<file path="config.mk">
export PLATFORM = sky130hd
export DESIGN_NAME = seg7_enc_pack
export DESIGN_NICKNAME = d
export VERILOG_FILES = /design/src/rtl/seg7_enc_pack.sv
export SDC_FILE = /design/constraint.sdc
export NUM_CORES = 1
export LEC_CHECK = 0
export ABC_AREA = 1
export BUFFER_PORTS_ARGS = -buffer_cell sky130_fd_sc_hd__buf_2
export CAP_MARGIN = 10
export CORE_ASPECT_RATIO = 1.2
export CORE_MARGIN = 10
export CORE_UTILIZATION = 62
export DETAILED_ROUTE_END_ITERATION = 6
export HOLD_SLACK_MARGIN = 0.03
export PLACE_DENSITY = 0.85
export SYNTH_ARGS = -nofsm -noshare
export SYNTH_HDL_FRONTEND = slang
export SYNTH_SLANG_ARGS = --single-unit
</file>
<file path="constraint.sdc">
create_clock -name clk -period 3.1 [get_ports clk]
set_clock_uncertainty 0.05 [all_clocks]
set_input_delay 0.31 -clock clk [delete_from_list [all_inputs] [get_ports clk]]
set_output_delay 0.31 -clock clk [all_outputs]
set_load 0.05 [all_outputs]
</file>
<file path="src/rtl/seg7_enc_pack.sv">
// Purpose: encode 7-segment patterns to hex codes, pack two codes per byte.
// Latency: byte_valid rises the cycle after the second code is accepted.
// Backpressure: seg_ready low while a packed byte waits for byte_ready.
//
// Ports:
//   clk, rst_n            - clock, asynchronous active-low reset
//   seg_in/seg_valid/...  - segment pattern input handshake (a = MSB .. g = LSB)
//   byte_out/byte_valid/  - packed byte output handshake towards UART TX
//   byte_ready
//   err_pulse, err_code   - one-cycle error strobe; 01 invalid pattern, 10 timeout
//   busy                  - state is not IDLE
//   err_cnt               - saturating error counter, only with SEG7_ENC_ERR_CNT_EN
//
// Parameters: HI_FIRST (first code in high nibble), TIMEOUT_CYC (0 = no timeout).
// Optional macro: SEG7_ENC_ERR_CNT_EN adds the err_cnt output.
module seg7_enc_pack #(
    parameter bit          HI_FIRST    = 1'b1,
    parameter int unsigned TIMEOUT_CYC = 1000
) (
    input  logic       clk,
    input  logic       rst_n,
    input  logic [6:0] seg_in,
    input  logic       seg_valid,
    output logic       seg_ready,
    output logic [7:0] byte_out,
    output logic       byte_valid,
    input  logic       byte_ready,
    output logic       err_pulse,
    output logic [1:0] err_code,
    output logic       busy
`ifdef SEG7_ENC_ERR_CNT_EN
    ,
    output logic [7:0] err_cnt
`endif
);

    typedef enum logic [1:0] {
        ST_IDLE = 2'd0,
        ST_HALF = 2'd1,
        ST_FULL = 2'd2
    } state_t;

    localparam bit          TO_EN   = (TIMEOUT_CYC != 0);
    // Last counter value before the timeout fires; unused when disabled.
    localparam logic [15:0] TO_LAST = TO_EN ? 16'(TIMEOUT_CYC - 1) : 16'd0;

    state_t      r_state;
    logic [3:0]  r_code;
    logic [15:0] r_cnt;
    logic [7:0]  r_byte;
    logic        r_byte_vld;
    logic        r_err_pulse;
    logic [1:0]  r_err_code;

    logic [3:0]  w_code;
    logic        w_code_ok;
    logic        w_accept;
    logic        w_timeout;
    logic        w_err_evt;

    // Pattern -> code lookup; anything not in the table is invalid.
    always_comb begin
        w_code    = 4'h0;
        w_code_ok = 1'b1;
        case (seg_in)
            7'b1111110: w_code = 4'h0;
            7'b0110000: w_code = 4'h1;
            7'b1101101: w_code = 4'h2;
            7'b1111001: w_code = 4'h3;
            7'b0110011: w_code = 4'h4;
            7'b1011011: w_code = 4'h5;
            7'b1011111: w_code = 4'h6;
            7'b1110010: w_code = 4'h7;
            7'b1111111: w_code = 4'h8;
            7'b1111011: w_code = 4'h9;
            7'b1001110: w_code = 4'hA;
            7'b1110111: w_code = 4'hB;
            7'b1100111: w_code = 4'hC;
            7'b0011111: w_code = 4'hD;
            7'b1001111: w_code = 4'hE;
            7'b0111101: w_code = 4'hF;
            default:    w_code_ok = 1'b0;
        endcase
    end

    assign seg_ready = (r_state != ST_FULL);
    assign w_accept  = seg_valid && seg_ready;
    // An accept in the same cycle always takes priority over the timeout.
    assign w_timeout = TO_EN && (r_state == ST_HALF) && !w_accept && (r_cnt == TO_LAST);
    // Accept implies IDLE or HALF, so a bad pattern here is always an error.
    assign w_err_evt = (w_accept && !w_code_ok) || w_timeout;

    always_ff @(posedge clk or negedge rst_n) begin
        if (!rst_n) begin
            r_state     <= ST_IDLE;
            r_code      <= 4'h0;
            r_cnt       <= 16'd0;
            r_byte      <= 8'h00;
            r_byte_vld  <= 1'b0;
            r_err_pulse <= 1'b0;
            r_err_code  <= 2'b00;
        end else begin
            r_err_pulse <= w_err_evt;
            if (w_err_evt) begin
                r_err_code <= w_timeout ? 2'b10 : 2'b01;
            end

            case (r_state)
                ST_IDLE: begin
                    if (w_accept && w_code_ok) begin
                        r_code  <= w_code;
                        r_cnt   <= 16'd0;
                        r_state <= ST_HALF;
                    end
                end
                ST_HALF: begin
                    // Keeps counting through rejected patterns.
                    r_cnt <= r_cnt + 16'd1;
                    if (w_accept && w_code_ok) begin
                        r_byte     <= HI_FIRST ? {r_code, w_code} : {w_code, r_code};
                        r_byte_vld <= 1'b1;
                        r_state    <= ST_FULL;
                    end else if (w_timeout) begin
                        r_code  <= 4'h0;
                        r_state <= ST_IDLE;
                    end
                end
                ST_FULL: begin
                    if (byte_ready) begin
                        r_byte_vld <= 1'b0;
                        r_state    <= ST_IDLE;
                    end
                end
                default: r_state <= ST_IDLE;
            endcase
        end
    end

`ifdef SEG7_ENC_ERR_CNT_EN
    logic [7:0] r_err_cnt;

    // Counted on the same edge that raises err_pulse; sticks at 255.
    always_ff @(posedge clk or negedge rst_n) begin
        if (!rst_n) begin
            r_err_cnt <= 8'd0;
        end else if (w_err_evt && (r_err_cnt != 8'hFF)) begin
            r_err_cnt <= r_err_cnt + 8'd1;
        end
    end

    assign err_cnt = r_err_cnt;
`endif

    assign byte_out   = r_byte;
    assign byte_valid = r_byte_vld;
    assign err_pulse  = r_err_pulse;
    assign err_code   = r_err_code;
    assign busy       = (r_state != ST_IDLE);

endmodule

</file>
==> impl_metrics.py <==
metrics = {
    "route": {
        "drtIter0Drc": 92,
        "antenna_left": 0,
        "detail_route.wl_per_cell_um": 11.2,
        "route.final.wire_length_um": 3990,
        "viasPerCell": 5.07,
        "drtPass1Iterations": 4,
        "drc_errors": 0,
        "dr_total_vias": 1806,
    },
    "layout": {
        "antenna_cells": 0,
        "final_net_count": 331,
        "area_delta_synth_final_pct": 10.9,
        "final.fill_count": 265,
        "final_layout_size_suffix_gt1_share_pct": 14.1,
    },
    "worst_hold_path": {
        "min_to": "r_state[1]$_DFFE_PN0P_",
        "hold_path.class": "input pin to flip-flop",
        "hold_path_startpoint": "byte_ready",
        "worstHoldPathCells": 2,
    },
    "placement": {
        "place_ws_ns": 1.18,
        "numPortBuffers": 24,
        "gp_congestion": 0.864,
        "hpwlAfterDp_um": 3130,
    },
    "timing": {
        "final_min_period_over_clock_period_pct": 62.1,
        "min_period_ns": 1.93,
        "report.final.slew_viol_count": 0,
        "timing.final.setup_violations": 0,
        "fin_setup_tns_ns": 0,
        "grt_setup_unrepaired": "no",
        "finalWorstSetupSlack_ns": 1.17,
        "worst_pin_slew_ns": 0.715,
        "slew_headroom_pct": 52.3,
        "final_hold_fails": 0,
        "fmaxAchievable_mhz": 519,
    },
    "synth": {
        "synth.yosys.seq_area_share_pct": 43.2,
        "synth_area_per_cell_um2": 6.80,
        "synth-seq-cells": 34,
        "post-synth-top-area-fraction_pct": 43.2,
        "synth.net_count": 302,
        "synth_cells": 290,
        "netlist_top_cells_area": "sky130_fd_sc_hd__dfrtp_1, sky130_fd_sc_hd__nand2_1, sky130_fd_sc_hd__nor2_1",
        "yosys.cell_types.count": 27,
        "synth_largest_area_cell": "sky130_fd_sc_hd__dfrtp_1",
        "post_synth_instance_area_um2": 1970,
        "synth.yosys.warnings": 0,
    },
    "critical_path": {
        "reg2reg_path_depth": 7,
        "required_ns": 3.32,
        "cp.arrival_ns": 2.15,
        "critPathKind": "flip-flop to flip-flop",
        "setup_slack_of_the_most_critical_reg_to_reg_path_ns": 1.17,
        "timing.critical_path.to_type": "flip-flop",
        "r2r_start": "r_state[1]$_DFFE_PN0P_",
        "regToRegEndpoint": "byte_out[6]$_DFFE_PN0P_",
        "maximum_fanout_along_the_worst_path": 16,
        "worstSetupStartpointType": "flip-flop",
    },
    "clock_network": {
        "clkSlewWorstSetupHoldPaths_ns": 0.10,
        "cts_post_setup_buffers_inserted": 0,
        "postCtsResizedCells": 0,
        "clock_tree.buffer_depth": 2,
        "cts_num_sinks": 34,
        "cts_tree": "done",
        "cts_root_buffer": "sky130_fd_sc_hd__clkbuf_4",
        "worst_skew_pair.late_latency_ns": 0.33,
        "post_cts_hold_buffer_count": 1,
        "tritoncts.num_buffers": 5,
        "h-tree-depth": 2,
    },
    "grt": {
        "gr-total-overflow": 0,
        "groute.usage.overall_pct": 14.4,
        "grt_pass1_wl_um": 7080,
        "maximum_number_of_pins_on_one_net_before_global_route_repair": 35,
        "grt_pass1_vias": 1734,
        "antenna_violations_before_repair": 0,
    },
    "floorplanning": {
        "initial_utilization_pct": 64.5,
        "fp-row-count": 22,
        "dieWidth_um": 71.5,
        "die_height_um": 81.8,
        "design.portCount": 25,
        "die_area_um2": 5840,
        "core_area_um2": 3060,
    },
    "run_status": {
        "outcome": "finished clean",
    },
    "job": {
        "max_cap_violations": 0,
    },
    "power_and_ir_drop": {
        "cellLeakagePower_uw": 0.00120,
        "total_power_per_unit_cell_area_nw_per_um2": 719,
        "peakVddDrop_mv": 0.608,
    },
}
==> critical path, stage by stage (launching register included) <==
cell and delay (ns):
sky130_fd_sc_hd__dfrtp_1 0.41, sky130_fd_sc_hd__inv_1 0.13, sky130_fd_sc_hd__nand2_1 0.18, sky130_fd_sc_hd__inv_1 0.42, sky130_fd_sc_hd__nand3_2 0.34, sky130_fd_sc_hd__inv_1 0.21
sky130_fd_sc_hd__nand2_1 0.07, sky130_fd_sc_hd__nand2_1 0.06
==> cell families after synthesis <==
family	synth area share [%]
adder cells (fa/ha/maj)	0.635
AO/OA/AOI/OAI	6.29
AND/OR/NAND/NOR	42.6
buffers and inverters	7.30
flip-flops	43.2
==> registers in the layout, indices dropped and copies added (netlist names) <==
signal,cells
r_state,2
byte_out,8
byte_valid,1
err_pulse,1
r_cnt,16
r_code,4
err_code,2
==> worst max path at each step <==
stage / from / end / slack (ns) / cells after the start
5_1_grt: r_state[1]$_DFFE_PN0P_ / byte_out[6]$_DFFE_PN0P_ / 0.94 / 7
4_1_cts: r_state[1]$_DFFE_PN0P_ / byte_out[6]$_DFFE_PN0P_ / 1.17 / 7
3_3_place_gp: r_state[1]$_DFFE_PN0P_ / r_code[0]$_DFFE_PN0P_ / 1.27 / 10
6_report: r_state[1]$_DFFE_PN0P_ / byte_out[6]$_DFFE_PN0P_ / 1.17 / 7
2_1_floorplan: r_state[1]$_DFFE_PN0P_ / r_code[0]$_DFFE_PN0P_ / 1.44 / 10
3_5_place_dp: r_state[1]$_DFFE_PN0P_ / byte_out[2]$_DFFE_PN0P_ / 1.18 / 5
==> cell usage after synthesis, drive strengths merged <==
master and count:
clkbuf 1, a21boi 1, nor3 6, or2 3, o31ai 1, a21oi 1
buf 2, o21ai 15, inv 33, nand4 3, ha 1, a31oi 1
o21bai 2, o211ai 1, dfrtp 34, nand3b 1, nor2 53, nand3 29
nand2 101, nor4 1
==> cells in the final DEF, fill, tap and decap left out, types with 2 or more instances in the layout <==
cell / instances
sky130_fd_sc_hd__buf_2: 24
sky130_fd_sc_hd__nand3_1: 28
sky130_fd_sc_hd__or2_2: 3
sky130_fd_sc_hd__nor2_1: 51
sky130_fd_sc_hd__dfrtp_1: 34
sky130_fd_sc_hd__o21ai_0: 12
sky130_fd_sc_hd__inv_2: 2
sky130_fd_sc_hd__nor3_1: 6
sky130_fd_sc_hd__o21bai_1: 2
sky130_fd_sc_hd__nand2_2: 4
sky130_fd_sc_hd__clkbuf_4: 5
sky130_fd_sc_hd__nand2_4: 2
sky130_fd_sc_hd__nor2_2: 2
sky130_fd_sc_hd__nand4_1: 3
sky130_fd_sc_hd__o21ai_1: 3
sky130_fd_sc_hd__nand2_1: 95
sky130_fd_sc_hd__inv_1: 31
==> per-stage QoR <==
stage / area (µm²) / util (%) / hold slack (ns) / std cells / power (µW)
2_1_floorplan: 1970 / - / -0.0356 / 290 / 1190
3_3_place_gp: 2120 / 69.2 / 0.352 / 347 / 1320
3_5_place_dp: 2120 / 69.2 / 0.352 / 347 / 1330
4_1_cts: 2190 / 71.5 / 0.132 / 356 / 1580
5_1_grt: 2190 / 71.5 / 0.159 / 356 / 1710
6_report: 2190 / 71.5 / 0.136 / 356 / 1570
==> cell type report <==
type                       count  area [µm²]  area share (%)
clock buffer                   7        55.1            2.52
clock inverter                 1        5.00           0.229
inverter                      33         124            5.67
multi-input combinational    220         976            44.6
sequential                    34         851            38.9
tap                           36        45.0            2.06
timing repair buffer          25         130            5.95
==> power by group <==
| group | switching [µW] | internal [µW] |
|---|---|---|
| clock | 142 | 110 |
| sequential | 127 | 584 |
| combinational | 427 | 181 |
==> per-layer routing <==
layer  share of wire, %  track usage [%]  up-vias
met1                 50             18.0      805
met4                1.3             5.04        0
met5                  0                0        -
met3                4.8             4.58        5
li1                   -                -      965
met2                 44             23.1       31
Note: power is estimated with default switching activity, not from simulation.
